$ cat src/rtl/sdram_port_arbiter.sv
// Burst-request scheduler for the SDRAM controller: round-robin within the read and
// write groups, reads first. Optional write-starvation guard: SDRAM_ARB_WR_STARVE_EN.
module sdram_port_arbiter #(
    parameter int NUM_WR       = 2,
    parameter int NUM_RD       = 2,
    parameter int ASIZE        = 23,
    parameter int LSIZE        = 10,
    parameter int USEDW        = 16,
    parameter int GAP_CYCLES   = 2,
    parameter int STARVE_LIMIT = 8
) (
    input  logic                      CTRL_CLK,
    input  logic                      RESET_N,
    input  logic [NUM_WR*ASIZE-1:0]   WR_BASE,
    input  logic [NUM_WR*ASIZE-1:0]   WR_MAX,
    input  logic [NUM_WR*LSIZE-1:0]   WR_LEN,
    input  logic [NUM_WR-1:0]         WR_LOAD,
    input  logic [NUM_WR*USEDW-1:0]   WR_RUSEDW,
    input  logic [NUM_RD*ASIZE-1:0]   RD_BASE,
    input  logic [NUM_RD*ASIZE-1:0]   RD_MAX,
    input  logic [NUM_RD*LSIZE-1:0]   RD_LEN,
    input  logic [NUM_RD-1:0]         RD_LOAD,
    input  logic [NUM_RD*USEDW-1:0]   RD_WUSEDW,
    output logic                      REQ_VALID,
    output logic                      REQ_WRITE,
    output logic [ASIZE-1:0]          REQ_ADDR,
    output logic [LSIZE-1:0]          REQ_LEN,
    input  logic                      REQ_ACK,
    input  logic                      XFER_DONE,
    output logic [NUM_WR-1:0]         WR_MASK,
    output logic [NUM_RD-1:0]         RD_MASK
);

    localparam int CW = (USEDW > LSIZE) ? USEDW : LSIZE;

    typedef enum logic [2:0] {
        ST_INIT,
        ST_IDLE,
        ST_REQ,
        ST_BUSY,
        ST_GAP
    } state_t;

    state_t state, state_nxt;

    logic [ASIZE-1:0] wr_addr [NUM_WR];
    logic [ASIZE-1:0] rd_addr [NUM_RD];
    logic [7:0]       wr_elig, rd_elig;
    logic [2:0]       wr_ptr, rd_ptr, wr_sel, rd_sel, gnt_idx;
    logic             wr_any, rd_any, starve_force, grant_rd, grant_wr;
    logic             adv_rd, adv_wr;
    logic [3:0]       gap_cnt;
    logic [ASIZE-1:0] rd_sel_addr, wr_sel_addr;
    logic [LSIZE-1:0] rd_sel_len, wr_sel_len;

    // a and n are both small, so a single conditional subtract replaces a modulo
    function automatic logic [2:0] wrap_idx(input int a, input int n);
        return (a >= n) ? 3'(a - n) : 3'(a);
    endfunction

    function automatic logic [ASIZE-1:0] next_addr(input logic [ASIZE-1:0] addr,
                                                   input logic [LSIZE-1:0] len,
                                                   input logic [ASIZE-1:0] max,
                                                   input logic [ASIZE-1:0] base);
        logic [ASIZE:0] sum;
        sum = {1'b0, addr} + (ASIZE+1)'(len);
        return (sum < {1'b0, max}) ? sum[ASIZE-1:0] : base;
    endfunction

    always_comb begin
        rd_elig = '0;
        wr_elig = '0;
        for (int i = 0; i < NUM_RD; i++)
            rd_elig[i] = (RD_LEN[i*LSIZE +: LSIZE] != '0) && !RD_LOAD[i] &&
                         (CW'(RD_WUSEDW[i*USEDW +: USEDW]) < CW'(RD_LEN[i*LSIZE +: LSIZE]));
        for (int j = 0; j < NUM_WR; j++)
            wr_elig[j] = (WR_LEN[j*LSIZE +: LSIZE] != '0) && !WR_LOAD[j] &&
                         (CW'(WR_RUSEDW[j*USEDW +: USEDW]) >= CW'(WR_LEN[j*LSIZE +: LSIZE]));
    end

    // Scan starting at the pointer; first hit wins
    always_comb begin
        rd_any = 1'b0;
        rd_sel = '0;
        wr_any = 1'b0;
        wr_sel = '0;
        for (int k = 0; k < NUM_RD; k++) begin
            if (!rd_any && rd_elig[wrap_idx(int'(rd_ptr) + k, NUM_RD)]) begin
                rd_any = 1'b1;
                rd_sel = wrap_idx(int'(rd_ptr) + k, NUM_RD);
            end
        end
        for (int k = 0; k < NUM_WR; k++) begin
            if (!wr_any && wr_elig[wrap_idx(int'(wr_ptr) + k, NUM_WR)]) begin
                wr_any = 1'b1;
                wr_sel = wrap_idx(int'(wr_ptr) + k, NUM_WR);
            end
        end
    end

    always_comb begin
        rd_sel_addr = '0;
        rd_sel_len  = '0;
        wr_sel_addr = '0;
        wr_sel_len  = '0;
        for (int i = 0; i < NUM_RD; i++) begin
            if (rd_sel == 3'(i)) begin
                rd_sel_addr = rd_addr[i];
                rd_sel_len  = RD_LEN[i*LSIZE +: LSIZE];
            end
        end
        for (int j = 0; j < NUM_WR; j++) begin
            if (wr_sel == 3'(j)) begin
                wr_sel_addr = wr_addr[j];
                wr_sel_len  = WR_LEN[j*LSIZE +: LSIZE];
            end
        end
    end

`ifdef SDRAM_ARB_WR_STARVE_EN
    localparam int SW = $clog2(STARVE_LIMIT + 1);
    logic [SW-1:0] starve_cnt;

    assign starve_force = wr_any && (starve_cnt == SW'(STARVE_LIMIT));

    always_ff @(posedge CTRL_CLK or negedge RESET_N) begin
        if (!RESET_N)
            starve_cnt <= '0;
        else if (state == ST_IDLE && grant_wr)
            starve_cnt <= '0;
        else if (state == ST_IDLE && grant_rd && wr_any)
            starve_cnt <= starve_cnt + 1'b1;
    end
`else
    assign starve_force = 1'b0;
`endif

    assign grant_wr = wr_any && (!rd_any || starve_force);
    assign grant_rd = rd_any && !starve_force;
    assign adv_rd   = (state == ST_BUSY) && XFER_DONE && !REQ_WRITE;
    assign adv_wr   = (state == ST_BUSY) && XFER_DONE && REQ_WRITE;

    always_ff @(posedge CTRL_CLK or negedge RESET_N) begin
        if (!RESET_N)
            state <= ST_INIT;
        else
            state <= state_nxt;
    end

    always_comb begin
        state_nxt = state;
        case (state)
            ST_INIT: state_nxt = ST_IDLE;
            ST_IDLE: if (grant_rd || grant_wr) state_nxt = ST_REQ;
            ST_REQ:  if (REQ_ACK)              state_nxt = ST_BUSY;
            ST_BUSY: if (XFER_DONE)            state_nxt = ST_GAP;
            ST_GAP:  if (gap_cnt == '0)        state_nxt = ST_IDLE;
            default: state_nxt = ST_INIT;
        endcase
    end

    // LOAD always wins over the post-transfer advance
    always_ff @(posedge CTRL_CLK or negedge RESET_N) begin
        if (!RESET_N) begin
            for (int i = 0; i < NUM_RD; i++) rd_addr[i] <= '0;
            for (int j = 0; j < NUM_WR; j++) wr_addr[j] <= '0;
        end else begin
            for (int i = 0; i < NUM_RD; i++) begin
                if (state == ST_INIT || RD_LOAD[i])
                    rd_addr[i] <= RD_BASE[i*ASIZE +: ASIZE];
                else if (adv_rd && gnt_idx == 3'(i))
                    rd_addr[i] <= next_addr(rd_addr[i], RD_LEN[i*LSIZE +: LSIZE],
                                            RD_MAX[i*ASIZE +: ASIZE], RD_BASE[i*ASIZE +: ASIZE]);
            end
            for (int j = 0; j < NUM_WR; j++) begin
                if (state == ST_INIT || WR_LOAD[j])
                    wr_addr[j] <= WR_BASE[j*ASIZE +: ASIZE];
                else if (adv_wr && gnt_idx == 3'(j))
                    wr_addr[j] <= next_addr(wr_addr[j], WR_LEN[j*LSIZE +: LSIZE],
                                            WR_MAX[j*ASIZE +: ASIZE], WR_BASE[j*ASIZE +: ASIZE]);
            end
        end
    end

    always_ff @(posedge CTRL_CLK or negedge RESET_N) begin
        if (!RESET_N) begin
            REQ_VALID <= 1'b0;
            REQ_WRITE <= 1'b0;
            REQ_ADDR  <= '0;
            REQ_LEN   <= '0;
            WR_MASK   <= '0;
            RD_MASK   <= '0;
            rd_ptr    <= '0;
            wr_ptr    <= '0;
            gnt_idx   <= '0;
            gap_cnt   <= '0;
        end else begin
            case (state)
                ST_IDLE: begin
                    if (grant_rd) begin
                        REQ_VALID <= 1'b1;
                        REQ_WRITE <= 1'b0;
                        REQ_ADDR  <= rd_sel_addr;
                        REQ_LEN   <= rd_sel_len;
                        RD_MASK   <= NUM_RD'(1) << rd_sel;
                        gnt_idx   <= rd_sel;
                        rd_ptr    <= wrap_idx(int'(rd_sel) + 1, NUM_RD);
                    end else if (grant_wr) begin
                        REQ_VALID <= 1'b1;
                        REQ_WRITE <= 1'b1;
                        REQ_ADDR  <= wr_sel_addr;
                        REQ_LEN   <= wr_sel_len;
                        WR_MASK   <= NUM_WR'(1) << wr_sel;
                        gnt_idx   <= wr_sel;
                        wr_ptr    <= wrap_idx(int'(wr_sel) + 1, NUM_WR);
                    end
                end
                ST_REQ: if (REQ_ACK) REQ_VALID <= 1'b0;
                ST_BUSY: begin
                    if (XFER_DONE) begin
                        WR_MASK <= '0;
                        RD_MASK <= '0;
                        gap_cnt <= 4'(GAP_CYCLES);
                    end
                end
                ST_GAP: if (gap_cnt != '0) gap_cnt <= gap_cnt - 1'b1;
                default: ;
            endcase
        end
    end

endmodule
$ cat config.mk
export PLATFORM = sky130hd
export DESIGN_NAME = sdram_port_arbiter
export DESIGN_NICKNAME = d
export VERILOG_FILES = /design/src/rtl/sdram_port_arbiter.sv
export SDC_FILE = /design/constraint.sdc
export NUM_CORES = 1
export LEC_CHECK = 0
export CORE_MARGIN = 8
export CORE_UTILIZATION = 55
export DETAILED_ROUTE_END_ITERATION = 10
export GPL_TIMING_DRIVEN = 0
export PLACE_DENSITY = 0.87
export SYNTH_ARGS = -nofsm -noshare
export SYNTH_HDL_FRONTEND = slang
export SYNTH_SLANG_ARGS = --single-unit
$ cat constraint.sdc
create_clock -name CTRL_CLK -period 10.39 [get_ports CTRL_CLK]
set_clock_uncertainty 0.15 [all_clocks]
set_input_delay 2.5975 -clock CTRL_CLK [delete_from_list [all_inputs] [get_ports CTRL_CLK]]
set_output_delay 2.5975 -clock CTRL_CLK [all_outputs]
set_load 0.01 [all_outputs]
# Word level (Yosys, flattened, before mapping)

Cells that the tools add are included.

Order comparisons: 18
Reduce and logical (&&, ||, !) cells: 57
Add/subtract/negate cells: 15
Muxes and demuxes: 67
Shift operators: 2
Bitwise gates (word level): 1
Equal/unequal tests: 16

Operators by type and width:

| cell                  | count |
|---|---|
| $mux W23              | 18 |
| $add A23 B10 Y24      | 4 |
| $lt A24 B23 Y1        | 4 |
| $mux W10              | 6 |
| $mux W3               | 16 |
| $reduce_bool A10 Y1   | 4 |
| $ge A16 B10 Y1        | 2 |
| $lt A16 B10 Y1        | 2 |
| $logic_and A1 B1 Y1   | 18 |
| $sub A3 B2 Y3 const B | 6 |
| $add A3 B1 Y4 const B | 4 |
| $ge A4 B2 Y1 const B  | 4 |
| $lt A3 B4 Y1 const B  | 4 |
| $ne A2 B2 Y1 const B  | 8 |
| $reduce_bool A2 Y1    | 8 |
| $pmux W3 S5           | 1 |
| $bmux W1 S3           | 4 |
| $eq A3 B1 Y1 const B  | 4 |
| $logic_not A3 Y1      | 4 |
| $mux W1               | 12 |
| $reduce_and A3 Y1     | 4 |
| $logic_not A1 Y1      | 8 |
| $mux W2               | 4 |
| $mux W4               | 2 |
| 15 further kinds      | 25 |

Bits of input ports: 296
Output and inout port bits: 39
Bits in registers: 147
Logic and storage cells: 191

# Depth between registers and ports, before layout

Depth after elaboration: 14
Mapped depth: 22
Mapped depth without buffers: 19

# Least setup slack after synthesis

Ideal clock, no wire load.

Path type: input to register
Start point: in RD_LEN[0]
End point: reg rd_addr[34] (netlist name)
Setup time: 135 ps
Data required time: 10105 ps
Arrival time: 6428 ps
Stages: 17
Path slack: 3676 ps
Buffers on the path: 1
Cells stage by stage: ha_1 > inv_1 > fa_1 > nor2b_1 > o31a_1 > o32ai_1 > nor3_1 > o21ai_0 > nor2_1 > xor2_1 > ha_1 > a21o_1 > a2111oi_1 > o31ai_4 > nor2_2 > buf_2 > o211ai_1

Cells in the longest elaborated chain, start to end: 5

Ends and longest elaborated chain:

| item                          | line | RTL |
|---|---|---|
| start, declared               | 21   | `input logic [NUM_RD*LSIZE-1:0] RD_LEN,` |
| $add A23 B10 Y24 *            | 66   | `sum = {1'b0, addr} + (ASIZE+1)'(len);` |
| $lt A24 B23 Y1                | 67   | `return (sum < {1'b0, max}) ? sum[ASIZE-1:0] : base;` |
| $mux W23 *                    | 67   |  |
| $mux W23 *                    | 171  | `else if (adv_rd && gnt_idx == 3'(i))` |
| $mux W23 *                    | 169  | `if (state == ST_INIT \|\| RD_LOAD[i])` |
| end signal, assigned by index | 170  | `rd_addr[i] <= RD_BASE[i*ASIZE +: ASIZE];` |
| end signal, assigned by index | 172  | `rd_addr[i] <= next_addr(rd_addr[i], RD_LEN[i*LSIZE +: LSIZE],` |
| end, declared                 | 47   | `logic [ASIZE-1:0] rd_addr [NUM_RD];` |

Mark *: on every way between the ends. The rest lies on a longest branch, timed or not. The select of a mux whose other input is x is not followed.
A chain may end at the register's enable or synchronous reset.

# Worst setup path in the final report

Same ends and word-level chain as after synthesis.

==> results.md <==
- Proportion of synthesized area in mux cells: 0.0689
- Initial cell density of the core: 0.561
- Most used flip-flop cell after synthesis: dfrtp_1
- Critical path start-end classification: primary input to flip-flop
- Remaining design rule violation count: 0
- Arrival time of data at the critical path endpoint: 8.40 ns
- Clock Sinks: 147
- Overall die area: 32100 um^2
- Endpoint required time on the critical path: 10.54 ns
- Share of the synthesized netlist area taken by xor and xnor gates: 0.0490
- Final net count: 2599
- Total clock buffers created by CTS: 17
- FP Rows: 59
- DIE HEIGHT: 179 um
- Class of the worst hold path: flip-flop to flip-flop
- Largest net degree at the start of global routing: 98
- Proportion of synthesized flip-flops having asynchronous set or reset: 1.00
- Number of global-route vias before repair: 15600
- Final period utilization: 0.794
- Result of the run: completed
- DR vias/cell: 6.23
- Die Span X: 179 um
- Total power after layout: 4.37 mW
- Worst IR Drop VDD: 0.000124 V
- Peak clock frequency supported by timing: 121 MHz
- Area share of and/or/nand/nor cells after synthesis: 0.171
- Total number of vias: 15400
- Cts-stage hold buffer count: 0
- CTS tree: yes
- Compound-gate portion of the synthesized area: 0.224
- Pleak: 8.65 nW
- Count of pins over their slew limit: 0
- Post-route worst hold slack: 0.355 ns
- # H-tree levels: 4
- Maximum count of clock buffers along a single path: 2
- # Max-Cap Violations: 0
- Worst slew pin tran: 1.20 ns
- Clock Root Buffer: clkbuf_16
- Insertion delay of the later-clocked pin in the worst-skew pair: 0.44 ns
- Average instance area after synthesis: 8.34 um^2
- HPWL after DPL: 47400 um
- IO Count: 335
- Largest fanout on the critical path: 10
- Final wirelength: 57400 um
- Setup slack at placement: 1.90 ns
- Area of the core: 26100 um^2
- Final hold viol count: 0
- Cell area after synthesis: 14600 um^2
- Summed negative setup slack over all endpoints: 0 ns
- Post-Synth Adder-Cell Area: 0.163
- Antenna violations before repair: 4
- ANT nets after route: 0
- Endpoint kind of the worst setup timing path: flip-flop
- Portion of the post-synthesis area used by sequential elements: 0.251
- Setup repair after global routing missed its margin: false
- Share of the core filled with cells in the final layout: 0.729
- Worst relative slew slack: 0.201
- Total of cells resized after clock tree synthesis: 0
- Iteration-0 DRC count of the detailed router: 1570
- Post-layout worst setup margin: 2.14 ns
- Final period demand of the worst path: 8.25 ns
- GR Overflow Total: 0
- Wire length of the first global-routing pass: 87000 um
- Buffers inserted by post-CTS timing repair: 0
- Setup violators final: 0
- Clock transition at the registers of the reported paths: 0.07 ns
- Overall track demand over capacity in global routing: 0.352
- Port buffer count: 334
- Global placer's final weighted congestion: 1.01
- DR pass1 iterations: 5
- Pwr per Cell Area: 229 nW/um^2
- Largest family of logic cells by synthesized area: compound AO/OA/AOI/OAI gates
- Number of synthesized flops with an enable pin: 0
- Flops & latches, synth: 147
- Type of origin of the critical path: primary input
- Layout Area Growth over Synthesis: 30.1%
- Proportion of layout cells with a drive suffix above 1: 0.0625
- Count of cell types in the netlist: 91
- Routed length per placed instance: 23.3 um
- Count of synthesis-stage warnings from yosys: 0
- Number of instances in the synthesized netlist: 1756
==> kinds of logic after synthesis <==
logic type	Yosys count
AND/OR/NAND/NOR	501
AO/OA/AOI/OAI	478
buffers and inverters	262
adder cells (fa/ha/maj)	188
flip-flops	147
multiplexers	96
XOR/XNOR	82
other	2
==> critical path: stages <==
cell and delay, ns:
clkdlybuf4s50_1 0.62, ha_1 0.36, inv_1 0.09, fa_1 0.22, nor2b_1 0.08, o31a_1 0.28, o32ai_1 0.48, nor3_1 0.20
o21ai_0 0.63, nor2_1 0.17, xor2_1 0.18, ha_1 0.18, a21o_1 0.17, a2111oi_1 1.05, o31ai_4 0.31, nor2_2 0.31
buf_2 0.31, o211ai_1 0.15
==> cells in the mapped netlist (8+ instances only) <==
library cell	n	area share
mux2i_1	57	0.039
o21ai_1	13	0.0044
xnor2_1	60	0.036
nor3_1	34	0.012
xor2_1	22	0.013
clkbuf_1	49	0.013
nand2b_1	14	0.0060
nor2b_1	12	0.0051
a211oi_1	22	0.011
a22oi_1	46	0.024
nand4_1	40	0.017
and3_1	11	0.0047
inv_1	179	0.046
o211ai_1	22	0.011
a21o_1	27	0.014
a21oi_1	103	0.035
ha_1	184	0.16
nor4_1	20	0.0085
nor2_1	85	0.022
a31oi_1	8	0.0034
nand3_1	44	0.015
o21a_1	24	0.012
o31a_1	8	0.0048
dfrtp_1	147	0.25
buf_2	21	0.0072
o31ai_1	9	0.0046
a221oi_1	23	0.014
nand2_1	178	0.046
mux2_2	38	0.029
and2_1	9	0.0038
o21ai_0	95	0.032
==> path summary, 6_finish.rpt <==
path / start / to / slack, ns / cells after the start
max in group asynchronous: RESET_N / rd_addr[43] / 7.20 / 2
worst max register to register: rd_addr[23] / rd_addr[34] / 4.56 / 17
worst min-delay path: REQ_VALID / REQ_VALID / 0.35 / 2
min in group asynchronous: RESET_N / REQ_ADDR[0] / 1.97 / 1
worst min register to register: REQ_VALID / REQ_VALID / 0.35 / 2
worst max-delay path: RD_LEN[0] / rd_addr[34] / 2.14 / 18
==> layout make-up <==
class / count / area (um^2)
multi-input combinational: 1351 / 9920
timing repair buffer: 336 / 3380
clock inverter: 13 / 145
tap: 335 / 419
buffer: 83 / 399
clock buffer: 19 / 443
antenna: 1 / 2.50
fill: 2054 / 7070
inverter: 179 / 672
sequential: 147 / 3680
==> per-stage QoR <==
step / area, um^2 / std cells
6_report: 19100 / 2464
3_5_place_dp: 18500 / 2431
3_3_place_gp: 18400 / 2429
5_1_grt: 19100 / 2464
2_1_floorplan: 14700 / 1760
4_1_cts: 19100 / 2463
==> sequential cells by signal, summed over array words and instances (netlist names) <==
signal and count:
rd_ptr 3, REQ_ADDR 23, wr_ptr 3, wr_addr 46, RD_MASK 2, REQ_VALID 1
rd_addr 46, REQ_WRITE 1, WR_MASK 2, REQ_LEN 10, state 3, gap_cnt 4
gnt_idx 3
==> power breakdown <==
group	leakage, nW	switching (mW)	internal (mW)
sequential	1.81	0.314	0.784
clock	0.287	0.293	0.346
combinational	6.55	1.50	1.14
total	8.65	2.10	2.27
==> placed cells by master, fill, tap and decap left out, drive strengths merged, types with 23 or more instances in the layout <==
cell type / n
clkdlybuf4s50: 333
inv: 185
ha: 184
nand2: 179
dfrtp: 147
o21ai: 109
a21oi: 104
nor2: 87
clkbuf: 69
xnor2: 60
mux2i: 57
a22oi: 46
nand3: 44
nand4: 40
mux2: 39
buf: 36
nor3: 35
a21o: 27
o21a: 24
a211oi: 24
a221oi: 23
==> layer usage <==
layer  GRT usage  vias up  share of wire
met4       0.177        6          0.046
met3      0.0752      163          0.092
met5           0        -        0.00066
met1       0.413     7249           0.39
li1            -     7081              -
met2       0.601      854           0.48
No activity file was read; power rests on OpenSTA's default activity.
